==> src/rtl/alu_seq_pkg.sv <==
// Shared opcode and FSM-state definitions for the alu_seq accumulator ALU.
// Also provides the legacy `OPCODE_WIDTH macro for code that still uses it.
`ifndef OPCODE_WIDTH
`define OPCODE_WIDTH 4
`endif

package alu_seq_pkg;

   localparam int OPCODE_W = `OPCODE_WIDTH;

   typedef logic [OPCODE_W-1:0] opcode_t;

   // Original instruction set
   localparam opcode_t OP_ADD = opcode_t'(0);
   localparam opcode_t OP_SUB = opcode_t'(1);
   localparam opcode_t OP_LD  = opcode_t'(2);
   localparam opcode_t OP_AND = opcode_t'(3);
   localparam opcode_t OP_OR  = opcode_t'(4);
   localparam opcode_t OP_XOR = opcode_t'(5);
   localparam opcode_t OP_NOT = opcode_t'(6);
   // Extensions
   localparam opcode_t OP_ADC = opcode_t'(7);
   localparam opcode_t OP_SBB = opcode_t'(8);
   localparam opcode_t OP_SHL = opcode_t'(9);
   localparam opcode_t OP_SHR = opcode_t'(10);
   localparam opcode_t OP_MUL = opcode_t'(11);

   typedef enum logic {
      ALU_ST_IDLE = 1'b0,
      ALU_ST_MULT = 1'b1
   } alu_state_e;

endpackage

==> src/rtl/alu_mul_seq.sv <==
// Unsigned shift-add multiplier, one partial product per cycle, WIDTH cycles.
// start loads the operands; busy is high while stepping; last flags the final
// step, during which product already holds the complete 2*WIDTH result.
module alu_mul_seq #(
   parameter int WIDTH = 8,
   parameter int CNT_W = $clog2(WIDTH) + 1
) (
   input  logic               clk,
   input  logic               rst,
   input  logic               start,
   input  logic [WIDTH-1:0]   mcand,
   input  logic [WIDTH-1:0]   mplier,
   output logic               busy,
   output logic               last,
   output logic [2*WIDTH-1:0] product
);

   logic [2*WIDTH-1:0] mcand_q, mcand_d;
   logic [2*WIDTH-1:0] prod_q, prod_d;
   logic [WIDTH-1:0]   mplier_q, mplier_d;
   logic [CNT_W-1:0]   cnt_q, cnt_d;
   logic               busy_q, busy_d;
   logic [2*WIDTH-1:0] prod_step;
   logic               last_step;

   // Next product and step control for the current iteration
   always_comb begin
      prod_step = prod_q + (mplier_q[0] ? mcand_q : '0);
      last_step = busy_q && (cnt_q == CNT_W'(WIDTH - 1));
      mcand_d   = mcand_q;
      prod_d    = prod_q;
      mplier_d  = mplier_q;
      cnt_d     = cnt_q;
      busy_d    = busy_q;
      if (start) begin
         mcand_d  = {{WIDTH{1'b0}}, mcand};
         mplier_d = mplier;
         prod_d   = '0;
         cnt_d    = '0;
         busy_d   = 1'b1;
      end else if (busy_q) begin
         prod_d   = prod_step;
         mcand_d  = mcand_q << 1;
         mplier_d = mplier_q >> 1;
         cnt_d    = cnt_q + CNT_W'(1);
         if (last_step) busy_d = 1'b0;
      end
   end

   // Control is reset so an aborted multiply never reports last; data regs are reloaded on start
   always_ff @(posedge clk) begin
      if (rst) begin
         busy_q <= 1'b0;
         cnt_q  <= '0;
      end else begin
         busy_q <= busy_d;
         cnt_q  <= cnt_d;
      end
      mcand_q  <= mcand_d;
      prod_q   <= prod_d;
      mplier_q <= mplier_d;
   end

   assign busy    = busy_q;
   assign last    = last_step;
   assign product = prod_step;

endmodule

==> src/rtl/alu_seq.sv <==
// Handshaked WIDTH-bit accumulator ALU with carry/zero flags and independent
// acc/flag write enables. The multi-cycle MUL opcode, the MULT state and the
// acc_hi register exist only when ALU_MUL_EN is defined; otherwise MUL is a NOP.
module alu_seq
   import alu_seq_pkg::*;
#(
   parameter int WIDTH = 8,
   parameter int CNT_W = $clog2(WIDTH) + 1
) (
   input  logic                clk,
   input  logic                rst,
   input  logic                op_valid,
   output logic                op_ready,
   input  logic [OPCODE_W-1:0] opcode,
   input  logic [WIDTH-1:0]    register,
   input  logic                alu_ce,
   input  logic                cy_ce,
   output logic [WIDTH-1:0]    acc,
   output logic [WIDTH-1:0]    acc_hi,
   output logic                cy,
   output logic                z,
   output logic                done
);

   logic [WIDTH-1:0] acc_q, acc_d;
   logic             cy_q, cy_d;
   logic             z_q, z_d;
   logic             done_q, done_d;
   logic             accept;
   logic [WIDTH:0]   sum;
   logic [WIDTH-1:0] res;
   logic             res_c;
   logic             res_wr;

`ifdef ALU_MUL_EN
   logic [WIDTH-1:0]   acc_hi_q, acc_hi_d;
   alu_state_e         state_q, state_d;
   logic               alu_ce_q, alu_ce_d;
   logic               cy_ce_q, cy_ce_d;
   logic               mul_start;
   logic               mul_busy;
   logic               mul_last;
   logic [2*WIDTH-1:0] mul_product;

   alu_mul_seq #(
      .WIDTH (WIDTH),
      .CNT_W (CNT_W)
   ) u_mul (
      .clk     (clk),
      .rst     (rst),
      .start   (mul_start),
      .mcand   (acc_q),
      .mplier  (register),
      .busy    (mul_busy),
      .last    (mul_last),
      .product (mul_product)
   );

   assign op_ready = (state_q == ALU_ST_IDLE) && !mul_busy;
   assign acc_hi   = acc_hi_q;
`else
   assign op_ready = 1'b1;
   assign acc_hi   = '0;
`endif

   assign accept = op_valid && op_ready;

   // Single-cycle datapath: result and carry for the presented opcode
   always_comb begin
      sum    = '0;
      res    = acc_q;
      res_c  = 1'b0;
      res_wr = 1'b1;
      case (opcode)
         OP_ADD: begin
            sum   = {1'b0, acc_q} + {1'b0, register};
            res   = sum[WIDTH-1:0];
            res_c = sum[WIDTH];
         end
         OP_ADC: begin
            sum   = {1'b0, acc_q} + {1'b0, register} + {{WIDTH{1'b0}}, cy_q};
            res   = sum[WIDTH-1:0];
            res_c = sum[WIDTH];
         end
         // Bit WIDTH of the extended difference is the borrow
         OP_SUB: begin
            sum   = {1'b0, acc_q} - {1'b0, register};
            res   = sum[WIDTH-1:0];
            res_c = sum[WIDTH];
         end
         OP_SBB: begin
            sum   = {1'b0, acc_q} - {1'b0, register} - {{WIDTH{1'b0}}, cy_q};
            res   = sum[WIDTH-1:0];
            res_c = sum[WIDTH];
         end
         OP_LD:  res = register;
         OP_AND: res = acc_q & register;
         OP_OR:  res = acc_q | register;
         OP_XOR: res = acc_q ^ register;
         OP_NOT: res = ~register;
         OP_SHL: begin
            res   = acc_q << 1;
            res_c = acc_q[WIDTH-1];
         end
         OP_SHR: begin
            res   = acc_q >> 1;
            res_c = acc_q[0];
         end
         default: res_wr = 1'b0;
      endcase
   end

   // Next-state: MUL sequencing, acceptance and flag/accumulator writeback
   always_comb begin
      acc_d  = acc_q;
      cy_d   = cy_q;
      z_d    = z_q;
      done_d = 1'b0;
`ifdef ALU_MUL_EN
      acc_hi_d  = acc_hi_q;
      state_d   = state_q;
      alu_ce_d  = alu_ce_q;
      cy_ce_d   = cy_ce_q;
      mul_start = 1'b0;
      if (state_q == ALU_ST_MULT) begin
         if (mul_last) begin
            if (alu_ce_q) begin
               acc_d    = mul_product[WIDTH-1:0];
               acc_hi_d = mul_product[2*WIDTH-1:WIDTH];
               z_d      = (mul_product[WIDTH-1:0] == '0);
            end
            if (cy_ce_q) cy_d = |mul_product[2*WIDTH-1:WIDTH];
            done_d  = 1'b1;
            state_d = ALU_ST_IDLE;
         end
      end else if (accept && (opcode == OP_MUL)) begin
         mul_start = 1'b1;
         state_d   = ALU_ST_MULT;
         alu_ce_d  = alu_ce;
         cy_ce_d   = cy_ce;
      end else
`endif
      if (accept) begin
         done_d = 1'b1;
         if (res_wr) begin
            if (alu_ce) begin
               acc_d = res;
               z_d   = (res == '0);
            end
            if (cy_ce) cy_d = res_c;
         end
      end
   end

   // State registers; reset aborts any multiply in flight
   always_ff @(posedge clk) begin
      if (rst) begin
         acc_q  <= '0;
         cy_q   <= 1'b0;
         z_q    <= 1'b1;
         done_q <= 1'b0;
`ifdef ALU_MUL_EN
         acc_hi_q <= '0;
         state_q  <= ALU_ST_IDLE;
`endif
      end else begin
         acc_q  <= acc_d;
         cy_q   <= cy_d;
         z_q    <= z_d;
         done_q <= done_d;
`ifdef ALU_MUL_EN
         acc_hi_q <= acc_hi_d;
         state_q  <= state_d;
`endif
      end
`ifdef ALU_MUL_EN
      alu_ce_q <= alu_ce_d;
      cy_ce_q  <= cy_ce_d;
`endif
   end

   assign acc  = acc_q;
   assign cy   = cy_q;
   assign z    = z_q;
   assign done = done_q;

endmodule

==> config.mk <==
export PLATFORM = sky130hd
export DESIGN_NAME = alu_seq
export DESIGN_NICKNAME = d
export VERILOG_FILES = /design/src/rtl/alu_seq_pkg.sv /design/src/rtl/alu_mul_seq.sv /design/src/rtl/alu_seq.sv
export SDC_FILE = /design/constraint.sdc
export NUM_CORES = 1
export LEC_CHECK = 0
export BUFFER_PORTS_ARGS = -buffer_cell sky130_fd_sc_hd__buf_4
export CORE_MARGIN = 2
export CORE_UTILIZATION = 47
export DETAILED_ROUTE_END_ITERATION = 6
export PLACE_DENSITY = 0.7
export SLEW_MARGIN = 10
export SYNTH_ARGS = -nofsm -noshare
export SYNTH_HDL_FRONTEND = slang
export SYNTH_SLANG_ARGS = --single-unit
==> constraint.sdc <==
create_clock -name clk -period 2.8 [get_ports clk]
set_clock_uncertainty 0.1 [all_clocks]
set_input_delay 0.14 -clock clk [delete_from_list [all_inputs] [get_ports clk]]
set_output_delay 0.14 -clock clk [all_outputs]
set_load 0.03 [all_outputs]
==> results_tabular.tex, run 1 <==
\begin{tabular}{lr}
\hline
Metric & Value \\
\hline
\multicolumn{2}{l}{\textbf{Global route}} \\
Number of global-route vias before repair & approximately 3.1k \\
Pin count of the biggest net entering global routing & 34 \\
Global route overflow & 0 \\
Number of antenna violations at the first check in global routing & 0 \\
Overall track demand over capacity in global routing & 31.0\% \\
Wire length of the first global-routing pass & $\sim$16 mm \\
\multicolumn{2}{l}{\textbf{Timing}} \\
Worst setup slack after layout & -0.0378 ns \\
Max-slew violation total from the final report & 0 \\
Unrepaired setup endpoints after global routing & yes \\
Final-report setup violation count & 2 \\
Endpoints failing hold & 0 \\
Max-slew headroom & a little over half \\
Actual transition at the worst max-transition pin & roughly 0.68 ns \\
Highest clock frequency the design can meet & between 300 and 400 MHz \\
Final period util & 101\% \\
Shortest period the worst path allows & roughly 2.8 ns \\
\multicolumn{2}{l}{\textbf{CTS}} \\
H-tree Lvls & 1 \\
Clock root buffer & sky130\_fd\_sc\_hd\_\_clkbuf\_8 \\
Number of hold buffers added after cts & 0 \\
Worst skew pair latency & roughly 0.25 ns \\
TritonCTS buffer count & 3 \\
Clock-pin slew reported for the worst setup and hold paths after clock tree synthesis & 0.06 ns \\
Total number of clock tree sinks & 11 \\
Maximum number of buffers from clock root to sink & 2 \\
TritonCTS clock tree & done \\
\multicolumn{2}{l}{\textbf{Final layout}} \\
Area overhead of the layout relative to synthesis & 31.6\% \\
Net count reported at finish & 499 \\
Layout cell share with drive strength beyond 1 & between 30 and 40\% \\
Antenna diode count & 0 \\
\multicolumn{2}{l}{\textbf{Power}} \\
Ratio of total power to cell area & roughly 280 nW/µm² \\
Sum of internal, switching and leakage power & about 0.0010 W \\
Reported leakage power & 1.50 nW \\
Peak supply drop & about 0.00015 V \\
\multicolumn{2}{l}{\textbf{Drt}} \\
Metal-1 WL & between 4 and 5 mm \\
Number of nets still failing antenna checks after routing & 0 \\
Detailed-route DRC error count & 0 \\
Wire length on met3 & between 700 and 800 µm \\
Top sig layer & met4 \\
Met2 layer wire length in the routed design & 4.90 mm \\
Routed len/inst & approximately 19 µm \\
Total number of vias & 3374 \\
DRC violation total after the first TritonRoute iteration & slightly below 400 \\
First-pass DRT Iterations & 5 \\
Vias per inst & $\sim$6.4 \\
Wirelength, routed & 10.2 mm \\
\multicolumn{2}{l}{\textbf{Critical path}} \\
Endpoint kind of the worst setup timing path & flip-flop \\
Kind of critical path & reg2reg \\
CP required & $\sim$2.9 ns \\
Critical path arrival & a little under 3 ns \\
Maximum fanout encountered on the critical timing path & 4 \\
Crit start category & flip-flop \\
\multicolumn{2}{l}{\textbf{Logic synthesis}} \\
Number of synthesized register bits & 11 \\
Async SR Flop Fraction & 0\% \\
Syn. warnings & 0 \\
Top flip-flop cell by instance count after synthesis & sky130\_fd\_sc\_hd\_\_dfxtp\_1 \\
Number of unique standard cell types used by synthesis & 71 \\
Syn Std Cell Area & around 2800 µm² \\
Gate count of the mapped netlist & a little under 400 \\
Share of the yosys chip area belonging to registers & 7.91\% \\
Mean Syn Cell Area & approximately 7 µm² \\
EDFF count, synth & 0 \\
\multicolumn{2}{l}{\textbf{Place}} \\
Count of buffers inserted at the top-level ports & 27 \\
Pre-CTS setup slack & -0.0577 ns \\
Final weighted congestion of routability-driven global placement & between 1 and 1.5 \\
Final HPWL from detailed placement & roughly 7.5 mm \\
\multicolumn{2}{l}{\textbf{Run}} \\
Max-cap violations & 0 \\
\multicolumn{2}{l}{\textbf{Floorplan}} \\
IO Pins & 37 \\
Die Outline Area & 6550 µm² \\
CORE AREA & 5820 µm² \\
Num rows & 28 \\
Initial core utilization & between 40\% and 50\% \\
Chip Height & slightly above 80 µm \\
Die width & 81.0 µm \\
\multicolumn{2}{l}{\textbf{Outcome}} \\
Run status & finished, violations left \\
Violations in the final reports & negative setup slack \\
\multicolumn{2}{l}{\textbf{Worst hold path}} \\
Class of the most critical hold timing path & in2reg \\
\hline
\end{tabular}
kinds of logic (layout without fill, tap and decap cells):
group           Yosys count  in the layout  synth area share [%]
compound gates          126            126                  33.0
xor+xnor                 13             13                  4.09
fa+ha+maj                31             31                  14.5
buf+inv                  64            113                  10.5
flops                    11             11                  7.91
mux                      11             11                  4.09
other cells               2              9                 0.270
simple gates            136            136                  25.7
registers in the layout, summed over array words and instances, names as in the netlist:
signal / flops
z: 1
done: 1
acc: 8
cy: 1
final timing paths:
path | from | to | slack [ns] | cells past startpoint
hold reg to reg | z | z | 0.39 | 2
setup reg to reg | acc[0] | z | -0.04 | 13
setup / recovery | acc[0] | z | -0.04 | 13
hold / removal | op_valid | done | 0.03 | 2
what timing repair did:
action / CTS / global route
buffers inserted: 1 / 3
endpoints found under the setup margin: 6 / 6
pin swaps: 7 / 17
resized for setup: 17 / 34
cells in the mapped netlist (4+ instances only):
cell / count / area (µm²)
sky130_fd_sc_hd__nor3_1: 10 / 50.1
sky130_fd_sc_hd__o22ai_1: 4 / 25.0
sky130_fd_sc_hd__buf_2: 8 / 40.0
sky130_fd_sc_hd__xor2_1: 4 / 35.0
sky130_fd_sc_hd__inv_1: 31 / 116
sky130_fd_sc_hd__a211oi_1: 8 / 60.1
sky130_fd_sc_hd__buf_4: 11 / 82.6
sky130_fd_sc_hd__a21oi_1: 25 / 125
sky130_fd_sc_hd__nor2_1: 34 / 128
sky130_fd_sc_hd__mux2i_1: 8 / 80.1
sky130_fd_sc_hd__o211ai_1: 4 / 30.0
sky130_fd_sc_hd__a221oi_1: 4 / 35.0
sky130_fd_sc_hd__o21a_1: 4 / 30.0
sky130_fd_sc_hd__xnor2_1: 9 / 78.8
sky130_fd_sc_hd__dfxtp_1: 11 / 220
sky130_fd_sc_hd__and3_1: 4 / 25.0
sky130_fd_sc_hd__ha_1: 29 / 363
sky130_fd_sc_hd__a22oi_1: 6 / 45.0
sky130_fd_sc_hd__or2_2: 5 / 31.3
sky130_fd_sc_hd__a31oi_1: 8 / 50.1
sky130_fd_sc_hd__o31ai_1: 4 / 30.0
sky130_fd_sc_hd__nand3_1: 8 / 40.0
sky130_fd_sc_hd__nand2_1: 26 / 97.6
sky130_fd_sc_hd__clkbuf_1: 10 / 37.5
sky130_fd_sc_hd__and2_1: 5 / 31.3
sky130_fd_sc_hd__nand2b_1: 10 / 62.6
sky130_fd_sc_hd__o21ai_0: 15 / 75.1
sky130_fd_sc_hd__nor2b_1: 8 / 50.1
per-layer routing:
metal,GRT usage [%],up-vias
li1,-,1545
met1,39.8,1579
met2,52.6,204
met3,2.00,46
met4,14.6,0
met5,0,-
cell type report:
cell class | instances | area (µm²)
Timing Repair Buffer | 77 | 598
Inverter | 32 | 123
Tap cell | 75 | 93.8
Multi-Input combinational cell | 326 | 2570
Clock buffer | 4 | 45.0
Sequential cell | 11 | 233
Fill cell | 526 | 2150
stage by stage:
step	instance area [µm²]	setup TNS (ns)	std cells	hold slack [ns]	util, %
6_report	3660	-0.0593	525	0.0279	63.0
5_1_grt	3660	-0.674	525	0.0482	63.0
4_1_cts	3490	0	522	0.0307	59.9
3_5_place_dp	3330	-0.174	517	0.290	57.3
3_3_place_gp	3330	-0.0732	517	0.278	57.3
2_1_floorplan	2850	0	401	0.168	-
worst max-delay path, cell delays in order (launching register included):
cell and delay [ns]:
sky130_fd_sc_hd__dfxtp_4 0.38, sky130_fd_sc_hd__inv_4 0.04, sky130_fd_sc_hd__buf_4 0.13, sky130_fd_sc_hd__ha_1 0.33, sky130_fd_sc_hd__inv_1 0.06, sky130_fd_sc_hd__ha_1 0.21, sky130_fd_sc_hd__ha_1 0.22, sky130_fd_sc_hd__nand2_1 0.16
sky130_fd_sc_hd__nor2_1 0.06, sky130_fd_sc_hd__a221oi_1 0.23, sky130_fd_sc_hd__a41oi_1 0.22, sky130_fd_sc_hd__nor3_2 0.23, sky130_fd_sc_hd__nand4_1 0.13, sky130_fd_sc_hd__o31ai_1 0.24
placed cells by master, fill, tap and decap left out, types with 4 or more instances in the layout:
| cell | n |
|---|---|
| sky130_fd_sc_hd__or2_2 | 4 |
| sky130_fd_sc_hd__nand2_1 | 25 |
| sky130_fd_sc_hd__dfxtp_1 | 5 |
| sky130_fd_sc_hd__inv_1 | 29 |
| sky130_fd_sc_hd__o21ai_0 | 14 |
| sky130_fd_sc_hd__o21a_1 | 4 |
| sky130_fd_sc_hd__ha_1 | 22 |
| sky130_fd_sc_hd__o211ai_1 | 4 |
| sky130_fd_sc_hd__ha_4 | 4 |
| sky130_fd_sc_hd__dfxtp_2 | 4 |
| sky130_fd_sc_hd__xnor2_1 | 6 |
| sky130_fd_sc_hd__nand3_1 | 8 |
| sky130_fd_sc_hd__a22oi_1 | 6 |
| sky130_fd_sc_hd__nor2b_1 | 7 |
| sky130_fd_sc_hd__nor2_1 | 30 |
| sky130_fd_sc_hd__mux2i_1 | 8 |
| sky130_fd_sc_hd__nand2b_1 | 9 |
| sky130_fd_sc_hd__buf_4 | 74 |
| sky130_fd_sc_hd__a31oi_1 | 6 |
| sky130_fd_sc_hd__a211oi_2 | 4 |
| sky130_fd_sc_hd__and2_1 | 5 |
| sky130_fd_sc_hd__or2_4 | 4 |
| sky130_fd_sc_hd__nor3_1 | 8 |
| sky130_fd_sc_hd__a21oi_1 | 22 |
| sky130_fd_sc_hd__xor2_1 | 4 |
| sky130_fd_sc_hd__a211oi_1 | 6 |
| sky130_fd_sc_hd__conb_1 | 9 |
power by group:
part | internal [W] | switching, W
Clock | 0.000101 | 0.0000736
Sequential | 0.000165 | 0.00000711
Combinational | 0.000285 | 0.000391
Total | 0.000550 | 0.000471
(Power assumes the default switching activity.)
==> run 2: changes to the inputs <==
--- a/config.mk
+++ b/config.mk
@@ -5,6 +5,7 @@
 export SDC_FILE = /design/constraint.sdc
 export NUM_CORES = 1
 export LEC_CHECK = 0
+export ABC_AREA = 1
 export BUFFER_PORTS_ARGS = -buffer_cell sky130_fd_sc_hd__buf_4
 export CORE_MARGIN = 2
 export CORE_UTILIZATION = 47
==> run 2 against run 1 <==
  * The run now ends clean
  * Synthesized cell count rose by 30%
  * Worst hold slack got worse by 0.022 ns
  * Global-route usage fell by 2.6 points
  * Final area fell by 17%
  * First-iteration DRC count fell by 16%
  * Sequential share of layout area rose by 0.89 points
  * Sequential power rose by 3%
  * Count of clock-buffer cells in the layout did not move
  * Non-clock buffer count fell by 45
  * Fmax rose by 7.4%
  * Sequential cell count did not move
  * Clock power fell by 6%
==> results_tabular.tex, run 2 <==
\begin{tabular}{lr}
\hline
Metric & Value \\
\hline
\multicolumn{2}{l}{\textbf{Power}} \\
Reported leakage power & between 1.5 and 2 nW \\
Ratio of total power to cell area & roughly 280 nW/µm² \\
Peak supply drop & around 0.0003 V \\
Sum of internal, switching and leakage power & 0.000860 W \\
\multicolumn{2}{l}{\textbf{Critical path}} \\
CP required & roughly 2.9 ns \\
Reg2reg start & acc[0] \\
FF-to-FF setup slack & 0.16 ns \\
Maximum fanout encountered on the critical timing path & 5 \\
Capture point of the worst reg-to-reg path & cy \\
Worst r2r path cells & 14 \\
Endpoint kind of the worst setup timing path & flip-flop \\
Kind of critical path & reg2reg \\
Critical path arrival & approximately 2.7 ns \\
Crit start category & flip-flop \\
\multicolumn{2}{l}{\textbf{Floorplan}} \\
IO Pins & 37 \\
Num rows & 27 \\
Initial core utilization & about half \\
Die Outline Area & 6410 µm² \\
Chip Height & around 80 µm \\
Die width & 80.0 µm \\
CORE AREA & around 5500 µm² \\
\multicolumn{2}{l}{\textbf{Logic synthesis}} \\
Library cell with the highest instance count after synthesis & sky130\_fd\_sc\_hd\_\_nand2\_1 \\
Mean Syn Cell Area & between 5 and 6 µm² \\
Number of unique standard cell types used by synthesis & 32 \\
Number of synthesized register bits & 11 \\
EDFF count, synth & 0 \\
Async SR Flop Fraction & 0\% \\
Area share of the largest cell type after synthesis & around a quarter \\
Synth cell count leaders & sky130\_fd\_sc\_hd\_\_nand2\_1, sky130\_fd\_sc\_hd\_\_inv\_1, sky130\_fd\_sc\_hd\_\_nand3\_1 \\
Area contributors post-synth & sky130\_fd\_sc\_hd\_\_nand2\_1, sky130\_fd\_sc\_hd\_\_ha\_1, sky130\_fd\_sc\_hd\_\_nand3\_1, sky130\_fd\_sc\_hd\_\_inv\_1, sky130\_fd\_sc\_hd\_\_dfxtp\_1 \\
Largest area contributor in the synthesized netlist & sky130\_fd\_sc\_hd\_\_nand2\_1 \\
Top flip-flop cell by instance count after synthesis & sky130\_fd\_sc\_hd\_\_dfxtp\_1 \\
Share of the yosys chip area belonging to registers & approximately 8.1\% \\
Syn. warnings & 0 \\
Syn Std Cell Area & 2720 µm² \\
Gate count of the mapped netlist & 511 \\
\multicolumn{2}{l}{\textbf{CTS}} \\
Buffers inserted during post-CTS setup optimization & 0 \\
Number of cells upsized or downsized after cts & 0 \\
Worst skew pair latency & roughly 0.24 ns \\
TritonCTS clock tree & done \\
Clock root buffer & sky130\_fd\_sc\_hd\_\_clkbuf\_8 \\
Clock-pin slew reported for the worst setup and hold paths after clock tree synthesis & 0.05 ns \\
TritonCTS buffer count & 3 \\
Number of hold buffers added after cts & 0 \\
Total number of clock tree sinks & 11 \\
Maximum number of buffers from clock root to sink & 2 \\
H-tree Lvls & 1 \\
\multicolumn{2}{l}{\textbf{Timing}} \\
Max-slew violation total from the final report & 0 \\
Unrepaired setup endpoints after global routing & no \\
Max-slew headroom & about 59\% \\
Endpoints failing hold & 0 \\
Final-report setup violation count & 0 \\
Highest clock frequency the design can meet & about 380 MHz \\
Sum of negative setup slack & 0 ns \\
Final period util & 94.3\% \\
Shortest period the worst path allows & between 2 and 3 ns \\
Actual transition at the worst max-transition pin & between 0.6 and 0.7 ns \\
\multicolumn{2}{l}{\textbf{Global route}} \\
Global route overflow & 0 \\
Number of antenna violations at the first check in global routing & 0 \\
Wire length of the first global-routing pass & about 14 mm \\
Fraction of met1 tracks used by global routing & between 30\% and 40\% \\
Pin count of the biggest net entering global routing & 15 \\
M2 GR Usage & 46.3\% \\
Met3 capacity usage during global routing & between 3 and 4\% \\
Overall track demand over capacity in global routing & between 20 and 30\% \\
Grt peak-use layer & met2 \\
Number of global-route vias before repair & between 2k and 3k \\
\multicolumn{2}{l}{\textbf{Worst hold path}} \\
Class of the most critical hold timing path & in2reg \\
Start point of the worst min-delay path & rst \\
Hold endpoint & cy \\
Min-Delay Path Depth & 2 \\
\multicolumn{2}{l}{\textbf{Final layout}} \\
Fill cell count & approximately 600 \\
Most common cell after layout, fill and taps aside & sky130\_fd\_sc\_hd\_\_nand2\_1 \\
Antenna diode count & 0 \\
Area of the multi-input gates & between 2000 and 2500 µm² \\
Area overhead of the layout relative to synthesis & 11.8\% \\
Commonest cells after routing, fill and taps aside & sky130\_fd\_sc\_hd\_\_nand2\_1, sky130\_fd\_sc\_hd\_\_inv\_1, sky130\_fd\_sc\_hd\_\_nand3\_1 \\
Net count reported at finish & just under 600 \\
Core utilization of the finished layout & a little over half \\
Layout cell share with drive strength beyond 1 & approximately 14\% \\
Layout Cell Area excl Fill & roughly 3000 µm² \\
Largest register FFs & 8 \\
Reg area & 220 µm² \\
\multicolumn{2}{l}{\textbf{Drt}} \\
Number of nets still failing antenna checks after routing & 0 \\
Routed len/inst & 14.4 µm \\
Vias per inst & approximately 5.5 \\
DRC violation total after the first TritonRoute iteration & approximately 320 \\
Total number of vias & approximately 3.3k \\
Wirelength, routed & just under 9 mm \\
First-pass DRT Iterations & 5 \\
Detailed-route DRC error count & 0 \\
\multicolumn{2}{l}{\textbf{Place}} \\
DP Area & approximately 3000 µm² \\
Final HPWL from detailed placement & about 7.2 mm \\
Count of buffers inserted at the top-level ports & 27 \\
Final weighted congestion of routability-driven global placement & $\sim$0.97 \\
\multicolumn{2}{l}{\textbf{Outcome}} \\
Run status & finished clean \\
\multicolumn{2}{l}{\textbf{Run}} \\
Max-cap violations & 0 \\
\hline
\end{tabular}
-- run 2: cell types whose count changed in the layout (fill, tap and decap cells not counted), sizes merged, moves of 10 or more --
cell / previous run / this run
nand2b: 10 / 0
nand2: 26 / 188
inv: 31 / 78
nand3: 8 / 55
buf: 77 / 32
a211oi: 11 / 1
nor2: 34 / 63
-- run 2: worst max path at each step --
stage           start  to  slack (ns)  cells after the start
2_1_floorplan  acc[0]  cy        0.24                     14
3_3_place_gp   acc[0]  cy        0.06                     14
3_5_place_dp   acc[0]  cy        0.08                     14
4_1_cts        acc[0]  cy        0.04                     14
5_1_grt        acc[0]  cy       0.007                     14
6_report       acc[0]  cy        0.16                     14
-- run 2: routing by layer --
metal,part of all wire (%),wire [µm]
met1,45,3940
met2,44,3850
met3,8.5,752
met4,3.0,262
met5,0,0
-- run 2: report_power, final --
group	internal [W]	total, W	switching [W]	leakage, nW
Clock	0.000100	0.000163	0.0000628	0.0228
Combinational	0.000163	0.000520	0.000358	1.51
Sequential	0.000167	0.000177	0.0000104	0.0904
Total	0.000429	0.000860	0.000431	1.63
-- run 2: kinds of logic after synthesis --
kind of cell / after synthesis / share of synthesized area (%)
buf+inv: 94 / 15.0
flops: 11 / 8.10
other cells: 2 / 0.276
fa+ha+maj: 31 / 14.8
compound gates: 48 / 9.95
xor+xnor: 1 / 0.322
simple gates: 324 / 51.6
-- run 2: area by class of cell --
type / instances / share of cell area, %
tap: 72 / 2.97
multi-input combinational: 413 / 70.2
sequential: 11 / 7.25
clock buffer: 4 / 1.48
timing repair buffer: 32 / 8.32
inverter: 79 / 9.76
-- run 2: through the flow --
stage	worst slack, ns	std cells	hold slack (ns)
floorplan	0.239	518	0.102
global placement	0.0606	607	0.249
detailed placement	0.0759	607	0.250
CTS	0.0447	611	0.00339
global route	0.00710	611	0.0148
finish	0.159	611	0.00575
-- run 2: critical path, stage by stage, from the launching register on --
cell	delay, ns
sky130_fd_sc_hd__dfxtp_1	0.39
sky130_fd_sc_hd__inv_2	0.09
sky130_fd_sc_hd__ha_1	0.22
sky130_fd_sc_hd__fa_1	0.55
sky130_fd_sc_hd__ha_1	0.18
sky130_fd_sc_hd__inv_1	0.06
sky130_fd_sc_hd__nor2_2	0.16
sky130_fd_sc_hd__nand3_1	0.15
sky130_fd_sc_hd__nor2_2	0.16
sky130_fd_sc_hd__nand2_1	0.07
sky130_fd_sc_hd__nand2_1	0.05
sky130_fd_sc_hd__nand3_1	0.06
sky130_fd_sc_hd__nand3_1	0.15
sky130_fd_sc_hd__nand2_1	0.07
sky130_fd_sc_hd__a21oi_2	0.11
